`src/rtl/regfile.sv`:
```
// Two-read, one-write register file with entry 0 hardwired to zero and combinational read ports.
// Define REGFILE_BYPASS_EN to forward same-cycle write data to a matching read port.
module regfile #(
  parameter int DATA_W  = 32,
  parameter int REG_NUM = 32
) (
  input  logic              clk,
  input  logic              rst,
  input  logic              we,
  input  logic [4:0]        waddr,
  input  logic [DATA_W-1:0] wdata,
  input  logic              re1,
  input  logic [4:0]        raddr1,
  output logic [DATA_W-1:0] rdata1,
  input  logic              re2,
  input  logic [4:0]        raddr2,
  output logic [DATA_W-1:0] rdata2
);

  logic [DATA_W-1:0] mem [REG_NUM];
  logic              wr_ok;

  // Address 0 and addresses beyond REG_NUM never hold state.
  assign wr_ok = we && (waddr != 5'd0) && (32'(waddr) < REG_NUM);

  always_ff @(posedge clk) begin
    if (rst) begin
      for (int i = 0; i < REG_NUM; i++) begin
        mem[i] <= '0;
      end
    end else if (wr_ok) begin
      mem[waddr] <= wdata;
    end
  end

  always_comb begin
    rdata1 = '0;
    if (!rst && re1 && (raddr1 != 5'd0) && (32'(raddr1) < REG_NUM)) begin
`ifdef REGFILE_BYPASS_EN
      if (we && (raddr1 == waddr)) begin
        rdata1 = wdata;
      end else begin
        rdata1 = mem[raddr1];
      end
`else
      rdata1 = mem[raddr1];
`endif
    end
  end

  always_comb begin
    rdata2 = '0;
    if (!rst && re2 && (raddr2 != 5'd0) && (32'(raddr2) < REG_NUM)) begin
`ifdef REGFILE_BYPASS_EN
      if (we && (raddr2 == waddr)) begin
        rdata2 = wdata;
      end else begin
        rdata2 = mem[raddr2];
      end
`else
      rdata2 = mem[raddr2];
`endif
    end
  end

endmodule

```
`config.mk`:
```
export PLATFORM = sky130hd
export DESIGN_NAME = regfile
export DESIGN_NICKNAME = d
export VERILOG_FILES = /design/src/rtl/regfile.sv
export SDC_FILE = /design/constraint.sdc
export NUM_CORES = 2
export LEC_CHECK = 0
export CORE_MARGIN = 5
export CORE_UTILIZATION = 55
export CTS_CLUSTER_SIZE = 28
export DETAILED_ROUTE_END_ITERATION = 7
export GPL_TIMING_DRIVEN = 0
export PLACE_DENSITY = 0.72
export SLEW_MARGIN = 20
export SYNTH_ARGS = -nofsm -noshare
export SYNTH_HDL_FRONTEND = slang
export SYNTH_SLANG_ARGS = --single-unit
```
`constraint.sdc`:
```
create_clock -name clk -period 7.9 [get_ports clk]
set_input_delay 1.58 -clock clk [delete_from_list [all_inputs] [get_ports clk]]
set_output_delay 1.58 -clock clk [all_outputs]
set_load 0.05 [all_outputs]
```
==> summary.txt <==
Setup path
  • Crit-path max FO: 10
  • Worst Path Required: 6.32 ns
  • Critical path type: input pin to output pin
  • Worst Setup End Kind: output pin
  • Setup crit start kind: input pin
  • Worst EP arrival: 6.70 ns

Final layout
  • Multi-input gate area: 0.0222 mm2
  • Fin area: a little over 0.06 mm2
  • Reg with most FFs: mem
  • Biggest regs: mem (1024)
  • Largest register FFs: 1024
  • Fillers: 7340
  • Register area: 0.0307 mm2
  • Share of layout cells above drive strength 1: 0.207
  • Fin nets: 3943
  • P&R area growth vs syn: 11.9%

Global route
  • Met3 Track Usage GR: 0.150
  • Vias in the first global route: roughly 37000
  • Largest net degree at the start of global routing: 33
  • GRT met1 Usage: 0.505
  • First-pass GRT wire length: 286000 um
  • Antenna violations before repair: 6
  • GRT Total Usage: 0.390
  • Gr ovfl total: 0
  • GR Layer Usage met2: 0.550
  • Top Usage Layer GRT: met2

Power and ir drop
  • Total Power: 13.3 mW
  • Leakage: ~21 nW
  • Max VDD drop: 0.000181 V
  • PwrDens: roughly 220 mW/mm2

Floorplanning
  • Chip width: approximately 330 um
  • Die footprint: 0.106 mm2
  • Starting Density: 0.554
  • Core footprint: 0.0986 mm2
  • Row cnt: between 100 and 150
  • Die height: 325 um
  • I/O Pins: around 120

Timing
  • Worst-Margin Slew: between 1 and 1.5 ns
  • Max Clk Rate: 121 MHz
  • Fin crit share: 1.05
  • Final Hold Viols: 0
  • Fin. max-slew vios: 0
  • Final setup vio count: 19
  • Minimum clock period: 8.28 ns
  • Max transition margin: 0.0592
  • Final WS setup: -0.384 ns
  • RSZ-0062 raised after global routing: no
  • Hold slack: 1.61 ns

Placed design
  • Gp weighted congestion: 1.01
  • DP HPWL: 145000 um
  • PortBufs: 108
  • Placed Area: 0.0576 mm2

Routing
  • DR vias: around 38000
  • Drt via density: 7.17
  • Drt pass-1 iters: 6
  • Drt total wl: 211000 um
  • Residual DRC: 0
  • DRT antenna net count: 0
  • Per-cell routed wire length: 40.0 um
  • 1st-iter DRT viols: 6746

Logic synthesis
  • Mapped Area: 0.0546 mm2
  • Area leader, netlist: edfxtp_1
  • Seq/Total Area, Yosys: 0.563
  • Yosys top cell area share: 0.563
  • YS warnings: 0
  • Post-synth top flop: edfxtp_1
  • Post-synth cell types: 45
  • Cell count after synthesis: 3633
  • Number of enable flip-flop cells after synthesis: just over 1000
  • Post-synth ARST share: 0
  • Avg Inst Size Synth: 15.0 um2
  • Top post-synthesis cells by area: edfxtp_1 (56%), mux4_2 (17%), and2_1 (11%)
  • Seq cells post-synth: between 1000 and 1500

Clocking
  • CTS tree: built
  • Inserted Clock Buffers: 108
  • Root Buffer: clkbuf_16
  • CTS Sinks: 1024
  • Clock Path Buffers: 3
  • Htree depth: 3
  • Hold buffers post-CTS: 0
  • Clock Pin Slew Worst Setup and Hold Paths: 0.07 ns

Run status
  • Failing checks: setup timing
  • Status: finished with violations

Worst hold path
  • Worst hold-check path type: input pin to flip-flop

Job
  • Max Cap Viol: 0
==> worst max-delay path, stage by stage <==
cell             delay, ns
clkdlybuf4s50_1       0.65
buf_2                 0.41
nor2b_1               0.17
buf_1                 0.75
clkbuf_1              0.92
a21oi_1               0.34
a221oi_1              0.89
clkdlybuf4s50_1       0.97
==> worst paths after layout <==
kind	startpoint	end	slack, ns	cells past startpoint
worst max-delay path	raddr1[2]	rdata1[0]	-0.38	8
worst min-delay path	wdata[4]	mem[5][4]	1.61	2
==> final cells by class <==
cell class                      instances  share of cell area
Tap cell                             1287              0.0263
Clock buffer                          128              0.0461
Antenna cell                            5            0.000205
Sequential cell                      1024               0.503
Clock inverter                         72             0.00950
Inverter                                4            0.000246
Timing Repair Buffer                  117              0.0203
Buffer                                393              0.0308
Multi-Input combinational cell       2243               0.364
==> layer usage <==
metal / wire length [um] / vias to the layer above
met1: 71700 / 18900
met5: 540 / -
met3: 32500 / 791
met4: 18100 / 14
li1: - / 14500
met2: 88200 / 3571
==> through the flow <==
step           std cells  TNS (ns)  worst slack (ns)   util
6_report            5273     -2.84            -0.384  0.620
5_1_grt             5268         0           0.00718  0.620
4_1_cts             5266         0            0.0624  0.619
3_5_place_dp        5064     -3.81            -0.524  0.584
3_3_place_gp        5059    -14.96             -1.16  0.583
2_1_floorplan       3664         0              2.05      -
==> where the power goes <==
| group | total [mW] | internal [mW] | switching, mW | leakage (nW) |
|---|---|---|---|---|
| combinational | 1.78 | 0.663 | 1.12 | 9.63 |
| sequential | 6.45 | 6.28 | 0.165 | 9.75 |
| clock | 5.06 | 2.83 | 2.23 | 1.67 |
| total | 13.3 | 9.77 | 3.51 | 21.1 |
==> repair_timing <==
item,in CTS,in global routing
setup buffers,2,0
endpoints found under the setup margin,19,1
pin swaps,1,0
resized for setup,4,1
==> placed cells by master, fill, tap and decap left out, types with 14 or more instances in the layout <==
cell type           n
edfxtp_1         1024
and2_1            995
mux4_2            419
clkbuf_1          266
mux2i_1           216
clkbuf_16         110
clkdlybuf4s50_1   108
mux2_2             73
nand2_1            51
buf_2              50
a211oi_1           43
o22ai_1            42
a22o_1             42
buf_4              36
nor2_1             36
clkinv_1           33
conb_1             32
a221oi_1           31
a2111oi_0          31
a22oi_1            30
nor2b_1            28
a21oi_1            27
clkinv_2           23
buf_6              22
nor3_1             22
buf_1              19
a31oi_1            18
or2_2              18
clkbuf_2           16
or2_4              14
==> cell usage after synthesis, types with 3 or more instances <==
| cell type | number |
|---|---|
| nor4_1 | 3 |
| or3b_2 | 4 |
| a31oi_1 | 18 |
| o221ai_1 | 11 |
| a22oi_1 | 30 |
| a221o_1 | 10 |
| nand3b_1 | 4 |
| mux2_2 | 73 |
| or2_2 | 32 |
| buf_6 | 22 |
| nand2_1 | 51 |
| a21oi_1 | 27 |
| a2111oi_0 | 42 |
| nand4_1 | 10 |
| a211oi_1 | 43 |
| edfxtp_1 | 1024 |
| and2_1 | 995 |
| buf_1 | 25 |
| buf_4 | 34 |
| buf_2 | 46 |
| nor2_1 | 39 |
| clkbuf_1 | 263 |
| o22ai_1 | 42 |
| a22o_1 | 42 |
| mux4_2 | 419 |
| inv_1 | 3 |
| a221oi_1 | 32 |
| nor3_1 | 24 |
| mux2i_1 | 216 |
| nor2b_1 | 28 |
==> cell families after synthesis <==
kind of cell | after synthesis | share of synthesized area
other cells | 1 | 0.0000686
buf+inv | 397 | 0.0342
flops | 1024 | 0.563
compound gates | 301 | 0.0423
simple gates | 1202 | 0.133
mux | 708 | 0.227
(Power assumes the default switching activity.)
